==> config.mk <==
export PLATFORM = sky130hd
export DESIGN_NAME = frame_bank_scheduler
export DESIGN_NICKNAME = d
export VERILOG_FILES = /design/src/rtl/frame_bank_scheduler.sv
export SDC_FILE = /design/constraint.sdc
export NUM_CORES = 1
export LEC_CHECK = 0
export ABC_CLOCK_PERIOD_IN_PS = 5500
export BUFFER_PORTS_ARGS = -buffer_cell sky130_fd_sc_hd__buf_2
export CAP_MARGIN = 20
export CORE_AREA = 2 2 121 123
export CTS_CLUSTER_SIZE = 28
export DETAILED_ROUTE_END_ITERATION = 10
export DIE_AREA = 0 0 123 125
export GPL_ROUTABILITY_DRIVEN = 0
export PLACE_DENSITY = 0.54
export SLEW_MARGIN = 0
export SYNTH_ARGS = -nofsm -noshare
export SYNTH_HDL_FRONTEND = slang
export SYNTH_SLANG_ARGS = --single-unit
==> constraint.sdc <==
create_clock -name clk -period 5.5 [get_ports clk]
set_clock_uncertainty 0.05 [all_clocks]
set_input_delay 0.825 -clock clk [delete_from_list [all_inputs] [get_ports clk]]
set_output_delay 0.825 -clock clk [all_outputs]
set_load 0.005 [all_outputs]
==> src/rtl/frame_bank_scheduler.sv <==
// frame_bank_scheduler
//   Ping-pong controller for a two-bank frame buffer sitting between camera capture and
//   display. Camera pixels are written in raster order into the write bank while the display
//   reads the other bank. Banks swap only on a display start-of-frame once a complete frame
//   is pending, so the displayed image never tears. Frames the display did not get to
//   consume are counted in a saturating drop counter.
//
// Optional feature macro: INTERLACE_EN
//   Defined: each frame arrives as two fields (even rows, then odd rows), each preceded by
//   cam_sof. Undefined (default): progressive frames only, field output tied low.
//
// Ports
//   clk, reset            system clock, synchronous active-high reset
//   cam_sof               pulse before the first pixel of a frame (or field)
//   cam_valid, cam_pixel  camera pixel stream, raster order
//   disp_sof              display start-of-frame (vsync) pulse
//   disp_addr             display read address within a frame
//   wr_en, wr_bank        buffer write strobe and target bank
//   wr_addr, wr_pixel     buffer write address within bank and data (1-cycle latency)
//   rd_bank, rd_addr      bank being displayed, registered and clamped read address
//   frame_ready           rd_bank holds a complete frame
//   frames_dropped        saturating count of frames dropped
//   field                 current field being captured
module frame_bank_scheduler #(
    parameter int unsigned WIDTH  = 320,
    parameter int unsigned HEIGHT = 240,
    parameter int unsigned ADDR_W = 17,
    parameter int unsigned PIX_W  = 24
) (
    input  logic              clk,
    input  logic              reset,
    input  logic              cam_sof,
    input  logic              cam_valid,
    input  logic [PIX_W-1:0]  cam_pixel,
    input  logic              disp_sof,
    input  logic [ADDR_W-1:0] disp_addr,
    output logic              wr_en,
    output logic              wr_bank,
    output logic [ADDR_W-1:0] wr_addr,
    output logic [PIX_W-1:0]  wr_pixel,
    output logic              rd_bank,
    output logic [ADDR_W-1:0] rd_addr,
    output logic              frame_ready,
    output logic [7:0]        frames_dropped,
    output logic              field
);

    localparam logic [ADDR_W-1:0] ColLast   = ADDR_W'(WIDTH - 1);
    localparam logic [ADDR_W-1:0] FrameLast = ADDR_W'(WIDTH * HEIGHT - 1);
    localparam logic [ADDR_W-1:0] LastBase  = ADDR_W'((HEIGHT - 1) * WIDTH);

`ifdef INTERLACE_EN
    localparam logic [ADDR_W-1:0] RowStep     = ADDR_W'(2 * WIDTH);
    localparam logic [ADDR_W-1:0] LastBaseF0  = ADDR_W'((HEIGHT - 2) * WIDTH);
    localparam logic [ADDR_W-1:0] OddRowStart = ADDR_W'(WIDTH);

    typedef enum logic [1:0] {StIdle, StFill, StGap, StDone} state_e;
`else
    localparam logic [ADDR_W-1:0] RowStep = ADDR_W'(WIDTH);

    typedef enum logic [1:0] {StIdle, StFill, StDone} state_e;
`endif

    state_e            state_q, state_d;
    logic [ADDR_W-1:0] col_q, col_d;
    logic [ADDR_W-1:0] row_base_q, row_base_d;
    logic              pending_q, pending_d;
    logic              wr_en_q, wr_en_d;
    logic              wr_bank_q, wr_bank_d;
    logic [ADDR_W-1:0] wr_addr_q, wr_addr_d;
    logic [PIX_W-1:0]  wr_pixel_q, wr_pixel_d;
    logic              rd_bank_q, rd_bank_d;
    logic [ADDR_W-1:0] rd_addr_q, rd_addr_d;
    logic              frame_ready_q, frame_ready_d;
    logic [7:0]        dropped_q, dropped_d;
    logic              field_q, field_d;
    logic              drop_inc;
    logic              last_col;

    always_comb begin
        state_d       = state_q;
        col_d         = col_q;
        row_base_d    = row_base_q;
        pending_d     = pending_q;
        wr_en_d       = 1'b0;
        wr_bank_d     = wr_bank_q;
        wr_addr_d     = wr_addr_q;
        wr_pixel_d    = wr_pixel_q;
        rd_bank_d     = rd_bank_q;
        frame_ready_d = frame_ready_q;
        dropped_d     = dropped_q;
        field_d       = field_q;
        drop_inc      = 1'b0;
        last_col      = (col_q == ColLast);
        rd_addr_d     = (disp_addr > FrameLast) ? FrameLast : disp_addr;

        unique case (state_q)
            StIdle: begin
                if (cam_sof) begin
                    state_d    = StFill;
                    col_d      = '0;
                    row_base_d = '0;
                end
            end
            StFill: begin
                if (cam_sof) begin
                    // Short frame: restart from the top of the same bank
                    col_d      = '0;
                    row_base_d = '0;
                    field_d    = 1'b0;
                    drop_inc   = 1'b1;
                end else if (cam_valid) begin
                    wr_en_d    = 1'b1;
                    wr_addr_d  = row_base_q + col_q;
                    wr_pixel_d = cam_pixel;
                    if (last_col) begin
                        col_d      = '0;
                        row_base_d = row_base_q + RowStep;
`ifdef INTERLACE_EN
                        if (!field_q && row_base_q == LastBaseF0) begin
                            state_d = StGap;
                            field_d = 1'b1;
                        end else if (field_q && row_base_q == LastBase) begin
                            state_d   = StDone;
                            pending_d = 1'b1;
                            field_d   = 1'b0;
                        end
`else
                        if (row_base_q == LastBase) begin
                            state_d   = StDone;
                            pending_d = 1'b1;
                        end
`endif
                    end else begin
                        col_d = col_q + 1'b1;
                    end
                end
            end
`ifdef INTERLACE_EN
            StGap: begin
                if (cam_sof) begin
                    state_d    = StFill;
                    col_d      = '0;
                    row_base_d = OddRowStart;
                end
            end
`endif
            StDone: begin
                // Display has not taken the finished frame yet; incoming frames are lost
                if (cam_sof) begin
                    drop_inc = 1'b1;
                end
            end
            default: state_d = StIdle;
        endcase

        if (drop_inc && dropped_q != 8'hFF) begin
            dropped_d = dropped_q + 8'd1;
        end

        // pending_q is registered, so a frame finishing on this very cycle waits a vsync
        if (disp_sof && pending_q) begin
            rd_bank_d     = wr_bank_q;
            wr_bank_d     = ~wr_bank_q;
            pending_d     = 1'b0;
            frame_ready_d = 1'b1;
            state_d       = StIdle;
        end
    end

    always_ff @(posedge clk) begin
        if (reset) begin
            state_q       <= StIdle;
            col_q         <= '0;
            row_base_q    <= '0;
            pending_q     <= 1'b0;
            wr_en_q       <= 1'b0;
            wr_bank_q     <= 1'b0;
            wr_addr_q     <= '0;
            wr_pixel_q    <= '0;
            rd_bank_q     <= 1'b1;
            rd_addr_q     <= '0;
            frame_ready_q <= 1'b0;
            dropped_q     <= '0;
            field_q       <= 1'b0;
        end else begin
            state_q       <= state_d;
            col_q         <= col_d;
            row_base_q    <= row_base_d;
            pending_q     <= pending_d;
            wr_en_q       <= wr_en_d;
            wr_bank_q     <= wr_bank_d;
            wr_addr_q     <= wr_addr_d;
            wr_pixel_q    <= wr_pixel_d;
            rd_bank_q     <= rd_bank_d;
            rd_addr_q     <= rd_addr_d;
            frame_ready_q <= frame_ready_d;
            dropped_q     <= dropped_d;
            field_q       <= field_d;
        end
    end

    assign wr_en          = wr_en_q;
    assign wr_bank        = wr_bank_q;
    assign wr_addr        = wr_addr_q;
    assign wr_pixel       = wr_pixel_q;
    assign rd_bank        = rd_bank_q;
    assign rd_addr        = rd_addr_q;
    assign frame_ready    = frame_ready_q;
    assign frames_dropped = dropped_q;
    assign field          = field_q;

endmodule

==> impl_summary.txt, run 1 <==
----------------------------------------------------
[Route]
  Met1 wire length ... 5120 um
  Average wire length per cell after detail routing ... 13.9 um
  Total Routed Length ... 11300 um
  Drt first-iter violations ... 182
  Met2 wire len ... 5320 um
  Highest Signal Layer ... met4
  Routed vias ... 3934
  Number of iterations in the first detailed-routing pass ... 4
  Met3 WL post-DR ... 571 um
  Via-to-Cell Ratio ... 4.86
  Remaining number of nets flagged by the antenna check after routing ... 0
  Count of unresolved DRC violations after routing ... 0

[Synth]
  Yosys cell types ... 60
  Predominant post-synthesis flop cell ... sky130_fd_sc_hd__dfxtp_1
  Cell type with the largest total area after synthesis ... sky130_fd_sc_hd__dfxtp_1
  Portion of synthesized cell area occupied by the leading cell type ... 45.7%
  Syn Nets ... 580
  Count of flip-flops with a built-in enable after synthesis ... 0
  Number of synthesized register bits ... 101
  Most area-consuming cells after synthesis ... sky130_fd_sc_hd__dfxtp_1 (46%), sky130_fd_sc_hd__nand2_1 (7.2%), sky130_fd_sc_hd__a21oi_1 (6.0%)
  Avg Synthesized Cell Area ... 8.55 sq um
  Share of synthesized registers carrying an async set or reset ... 0%
  Top cells by instance count after synthesis ... sky130_fd_sc_hd__dfxtp_1 (101), sky130_fd_sc_hd__nand2_1 (85), sky130_fd_sc_hd__nor2_1 (59), sky130_fd_sc_hd__a21oi_1 (53), sky130_fd_sc_hd__ha_1 (17)
  Post-synthesis instance area ... 4420 sq um
  Synthesized instance count ... 517
  Share of the yosys chip area belonging to registers ... 45.7%
  Number of warnings reported in the yosys synthesis log ... 0
  Leading cell type by number of instances after synthesis ... sky130_fd_sc_hd__dfxtp_1

[Clock network]
  Clock root buffer master ... sky130_fd_sc_hd__clkbuf_16
  Maximum root-to-sink buffer count ... 2
  Clock buffer count from CTS ... 9
  Post CTS Setup Buffer Count ... 0
  H-Tree Depth ... 3
  Number of gates given a new drive strength after cts ... 0
  Hold buffer count at CTS ... 0
  Clock tree from TritonCTS ... yes
  Clock transition at the register clock pins on the worst setup and hold paths after CTS ... 0.07 ns
  Clock tree sinks ... 101
  Clock latency reported for the late side of the worst-skew pair ... 0.35 ns

[Die]
  Site row count ... 44
  Full die area ... 15400 sq um
  Area inside the core boundary ... 14200 sq um
  Num ports ... 117
  Initial core utilization ... 31.1%
  Die Ht ... 125 um
  Horiz. Die Dim ... 123 um

[Critical path]
  Startpoint of the worst setup timing path ... col_q[0]$_SDFFE_PP0P_
  CP required ... 5.73 ns
  Worst endpoint data arrival time ... 2.51 ns
  Kind of start point of the critical path ... flop
  Setup CP Type ... flop to flop
  Largest fanout of any net on the critical path ... 20
  Flop-to-flop setup slack ... 3.22 ns
  Critical Path End Type ... flop
  Startpoint of the lowest-slack register-to-register path ... col_q[0]$_SDFFE_PP0P_
  Termination of the worst setup path ... col_q[1]$_SDFFE_PP0P_
  Worst R2R End ... col_q[1]$_SDFFE_PP0P_
  Reg2Reg Depth ... 6

[Layout]
  Net count reported at finish ... 684
  Proportion of layout cells with a drive suffix above 1 ... 22.7%
  Final instance count without filler cells ... 810
  Count of antenna diodes in the layout ... 0
  Area overhead of the layout relative to synthesis ... 23.0%

[Placement]
  Cell count after placement ... 794
  Post-place setup slack ... 2.95 ns
  Sum of net half-perimeters after detailed placement ... 8300 um
  Count of input and output buffers ... 115

[Global route]
  First-pass GRT wire length ... 18200 um
  Pin count of the biggest net entering global routing ... 41
  Initial antenna violation count ... 0
  Total global-route track usage ... 15.0%
  Vias in the first global route ... 3659
  Leftover overflow at the end of global routing ... 0

[Timing]
  Post-route setup slack ... 3.22 ns
  Final Hold Viols ... 0
  Time the worst path needs with I/O delays and setup ... 2.28 ns
  Worst-margin pin slew ... 0.872 ns
  Unrepaired setup endpoints after global routing ... no
  Part of the cycle the worst path needs ... 41.4%
  Slew Viols, Final ... 0
  Rel. slew slack ... 41.6%
  Fin Setup TNS ... 0 ns
  Max Clock Freq ... 440 MHz
  Final setup fails ... 0

[Run]
  Max-Cap Viols ... 0

[Min path]
  Hold/Removal Path Class ... flop to flop
  Number of stages on the worst hold path ... 2

[Power and ir drop]
  Power per Cell Area ... 276 nW/um^2
  Static Leakage ... 2.28 nW
  Peak ir drop on the vdd network ... 0.000187 V

[Outcome]
  Outcome ... complete, no violations

----------------------------------------------------
-- cell type report --
class                   instances  area, sq um
clock inverters                 4         47.5
flip-flops and latches        101         2020
clock buffers                  12          246
repair buffers                119          606
well taps                     184          230
multi-input cells             383         2260
inverters                       7         26.3
fillers                      1486         8770
-- sequential cells by signal (all words and copies together) (netlist names), 2 cells and up --
name	cells
state_q	2
row_base_q	11
wr_addr	17
frames_dropped	8
col_q	17
wr_pixel	24
rd_addr	17
-- critical path: stages, from the launching register on --
cell                       delay (ns)
sky130_fd_sc_hd__dfxtp_1         0.35
sky130_fd_sc_hd__ha_1            0.24
sky130_fd_sc_hd__and2_1          0.19
sky130_fd_sc_hd__and4_4          0.20
sky130_fd_sc_hd__a21boi_2        0.61
sky130_fd_sc_hd__o21ai_2         0.36
sky130_fd_sc_hd__a21oi_1         0.20
-- stage by stage --
stage | hold WS, ns | utilization, % | cell area, sq um | total power, W
floorplan | 0.398 | - | 4420 | 0.000841
global placement | 0.390 | 36.2 | 5140 | 0.000884
detailed placement | 0.396 | 36.2 | 5140 | 0.000888
CTS | 0.403 | 38.3 | 5440 | 0.00153
global route | 0.416 | 38.3 | 5440 | 0.00157
finish | 0.401 | 38.3 | 5440 | 0.00150
-- logic make-up after synthesis --
family	share of synthesized area [%]
compound gates	15.2
xor+xnor	5.35
fa+ha+maj	4.81
buf+inv	3.20
flops	45.7
mux	0.679
other cells	0.0848
simple gates	24.9
-- routing by layer --
layer,vias to the layer above,GRT usage (%)
met2,96,24.7
met5,-,0
met3,15,3.51
met4,0,6.75
li1,2014,-
met1,1809,18.5
-- worst min path at each step --
| stage | from | end |
|---|---|---|
| floorplan | wr_addr[12]$_SDFFE_PP0P_ | wr_addr[12]$_SDFFE_PP0P_ |
| global placement | wr_pixel[9]$_SDFFE_PP0P_ | wr_pixel[9]$_SDFFE_PP0P_ |
| detailed placement | wr_addr[9]$_SDFFE_PP0P_ | wr_addr[9]$_SDFFE_PP0P_ |
| CTS | wr_addr[9]$_SDFFE_PP0P_ | wr_addr[9]$_SDFFE_PP0P_ |
| global route | wr_addr[9]$_SDFFE_PP0P_ | wr_addr[9]$_SDFFE_PP0P_ |
| finish | wr_addr[9]$_SDFFE_PP0P_ | wr_addr[9]$_SDFFE_PP0P_ |
-- cells in the final DEF, fill, tap and decap left out, types with 12 or more instances in the layout --
master and n:
sky130_fd_sc_hd__a21oi_1 53, sky130_fd_sc_hd__nand3_1 12, sky130_fd_sc_hd__buf_2 115, sky130_fd_sc_hd__xnor2_1 14, sky130_fd_sc_hd__nand4_1 12, sky130_fd_sc_hd__nor2_1 59
sky130_fd_sc_hd__ha_1 17, sky130_fd_sc_hd__dfxtp_1 101, sky130_fd_sc_hd__o21ai_0 12, sky130_fd_sc_hd__nand2_1 85, sky130_fd_sc_hd__xor2_1 13
-- where the power goes --
group	switching, W	internal, W
Clock	0.000266	0.000364
Sequential	0.00000957	0.000749
Combinational	0.0000676	0.0000444
Note: power is estimated with default switching activity, not from simulation.
==> run 2, diff against run 1 <==
- ABC_CLOCK_PERIOD_IN_PS: 5500 -> 2150
- clock period: 5.5 -> 2.15 ns (I/O delays scaled with it)
==> impl_summary.txt, run 2 (synthesis gave the netlist of run 1 again) <==
----------------------------------------------------
[Timing]
  Post-route setup slack ... 0.0177 ns
  Worst-margin pin slew ... 0.533 ns
  Rel. slew slack ... 64.4%
  Part of the cycle the worst path needs ... 99.2%
  Time the worst path needs with I/O delays and setup ... 2.13 ns
  Final Hold Viols ... 0
  Final setup fails ... 0
  Slew Viols, Final ... 0
  Max Clock Freq ... 469 MHz

[Placement]
  Cell count after placement ... 819
  Count of input and output buffers ... 115
  Sum of net half-perimeters after detailed placement ... 8490 um
  Post-place setup slack ... 0.0953 ns

[Critical path]
  Top cell by count, worst path ... sky130_fd_sc_hd__o21ai_0
  Cells traversed along the worst timing path ... ha_1, o21ai_0, buf_4, or3_1, a311oi_2, o21ai_0, a311oi_1
  Delay of the slowest cell on the worst path ... 0.42 ns
  Kind of start point of the critical path ... flop
  Critical Path End Type ... flop
  Largest fanout of any net on the critical path ... 5
  Max stage delay cell, worst path ... sky130_fd_sc_hd__or3_1
  Worst endpoint data arrival time ... 2.36 ns
  CP required ... 2.37 ns
  Setup CP Type ... flop to flop

[Clock network]
  H-Tree Depth ... 3
  Clock latency reported for the late side of the worst-skew pair ... 0.36 ns
  Maximum root-to-sink buffer count ... 2
  Clock transition at the register clock pins on the worst setup and hold paths after CTS ... 0.07 ns
  Clock tree sinks ... 101
  Clock root buffer master ... sky130_fd_sc_hd__clkbuf_16
  Clock tree from TritonCTS ... yes
  Clock buffer count from CTS ... 9

[Die]
  Num ports ... 117
  Full die area ... 15400 sq um
  Area inside the core boundary ... 14200 sq um
  Horiz. Die Dim ... 123 um
  Die Ht ... 125 um
  Site row count ... 44
  Initial core utilization ... 31.1%

[Global route]
  Initial antenna violation count ... 0
  Pin count of the biggest net entering global routing ... 41
  Leftover overflow at the end of global routing ... 0
  First-pass GRT wire length ... 18800 um
  Vias in the first global route ... 3842
  Total global-route track usage ... 15.5%

[Layout]
  Largest register FFs ... 24
  Proportion of layout cells with a drive suffix above 1 ... 27.0%
  Net count reported at finish ... 710
  Final instance count without filler cells ... 835
  Commonest non-fill, non-tap cells in the layout ... sky130_fd_sc_hd__buf_2 (115), sky130_fd_sc_hd__dfxtp_1 (100), sky130_fd_sc_hd__nand2_1 (85)
  Fillers ... 1440
  Most common cell after layout, fill and taps aside ... sky130_fd_sc_hd__buf_2
  Area overhead of the layout relative to synthesis ... 30.1%
  Count of antenna diodes in the layout ... 0

[Run]
  Max-Cap Viols ... 0

[Route]
  Remaining number of nets flagged by the antenna check after routing ... 0
  Total Routed Length ... 11700 um
  Drt first-iter violations ... 182
  Average wire length per cell after detail routing ... 14.0 um
  Via-to-Cell Ratio ... 4.88
  Routed vias ... 4073
  Number of iterations in the first detailed-routing pass ... 4
  Count of unresolved DRC violations after routing ... 0

[Power and ir drop]
  Static Leakage ... 2.45 nW
  Peak ir drop on the vdd network ... 0.000435 V
  Final Power ... 0.00416 W
  Power per Cell Area ... 724 nW/um^2

[Min path]
  Hold/Removal Path Class ... input port to flop

[Outcome]
  Outcome ... complete, no violations

----------------------------------------------------
run 2: cell types whose count changed in the layout (fill, tap and decap cells not counted), moves of 2 or more:
cell and change:
sky130_fd_sc_hd__buf_4 +24, sky130_fd_sc_hd__ha_1 -3, sky130_fd_sc_hd__bufinv_16 +2, sky130_fd_sc_hd__buf_12 +2, sky130_fd_sc_hd__clkbuf_1 -2, sky130_fd_sc_hd__ha_2 +2
run 2: final timing paths:
check                                         startpoint  slack [ns]                        to  cells past startpoint
worst max-delay path               col_q[8]$_SDFFE_PP0P_        0.02  wr_addr[16]$_SDFFE_PP0P_                      7
worst min-delay path                       disp_addr[16]        0.12    rd_addr[14]$_SDFF_PP0_                      2
worst max register to register     col_q[8]$_SDFFE_PP0P_        0.02  wr_addr[16]$_SDFFE_PP0P_                      7
worst min register to register  wr_pixel[5]$_SDFFE_PP0P_        0.40  wr_pixel[5]$_SDFFE_PP0P_                      2
run 2: critical path: cells and delay by family, from the launching register on:
family | cells | cell delay [ns]
AO/OA/AOI/OAI | 4 | 0.74
AND/OR/NAND/NOR | 1 | 0.42
buffers and inverters | 1 | 0.15
adder cells (fa/ha/maj) | 1 | 0.35
flip-flops | 1 | 0.35
run 2: routing by layer:
metal  vias up  wire length [um]  track usage (%)
met2        89              5430             24.5
met1      1905              5400             20.2
li1       2062                 -                -
met5         -                 0                0
met4         0               211             5.15
met3        17               651             4.56
run 2: area by class of cell:
| cell class | count | area [sq um] | area share, % |
|---|---|---|---|
| Clock buffer | 11 | 253 | 4.40 |
| Clock inverter | 4 | 95.1 | 1.65 |
| Inverter | 7 | 26.3 | 0.457 |
| Multi-Input combinational cell | 383 | 2300 | 39.9 |
| Sequential cell | 101 | 2020 | 35.2 |
| Tap cell | 184 | 230 | 4.00 |
| Timing Repair Buffer | 145 | 826 | 14.4 |
run 2: power by group:
| part | internal (W) | switching (W) | leakage (nW) |
|---|---|---|---|
| Sequential | 0.00191 | 0.0000194 | 0.821 |
| Clock | 0.00119 | 0.000710 | 0.172 |
| Combinational | 0.000139 | 0.000186 | 1.45 |
| Total | 0.00325 | 0.000916 | 2.45 |
run 2: per-stage QoR:
| step | area, sq um | utilization (%) | hold slack (ns) | TNS [ns] |
|---|---|---|---|---|
| after floorplan | 4420 | - | 0.349 | 0 |
| after global placement | 5350 | 37.7 | 0.389 | 0 |
| after detailed placement | 5350 | 37.7 | 0.393 | 0 |
| after CTS | 5700 | 40.1 | 0.103 | 0 |
| after global routing | 5750 | 40.5 | 0.121 | -0.0931 |
| final | 5750 | 40.5 | 0.118 | 0 |
run 2: timing repair:
item,CTS,global route
resized for setup,0,8
endpoints found under the hold margin,0,0
setup endpoints to repair,0,6
hold buffers,0,0
buffers inserted,0,1
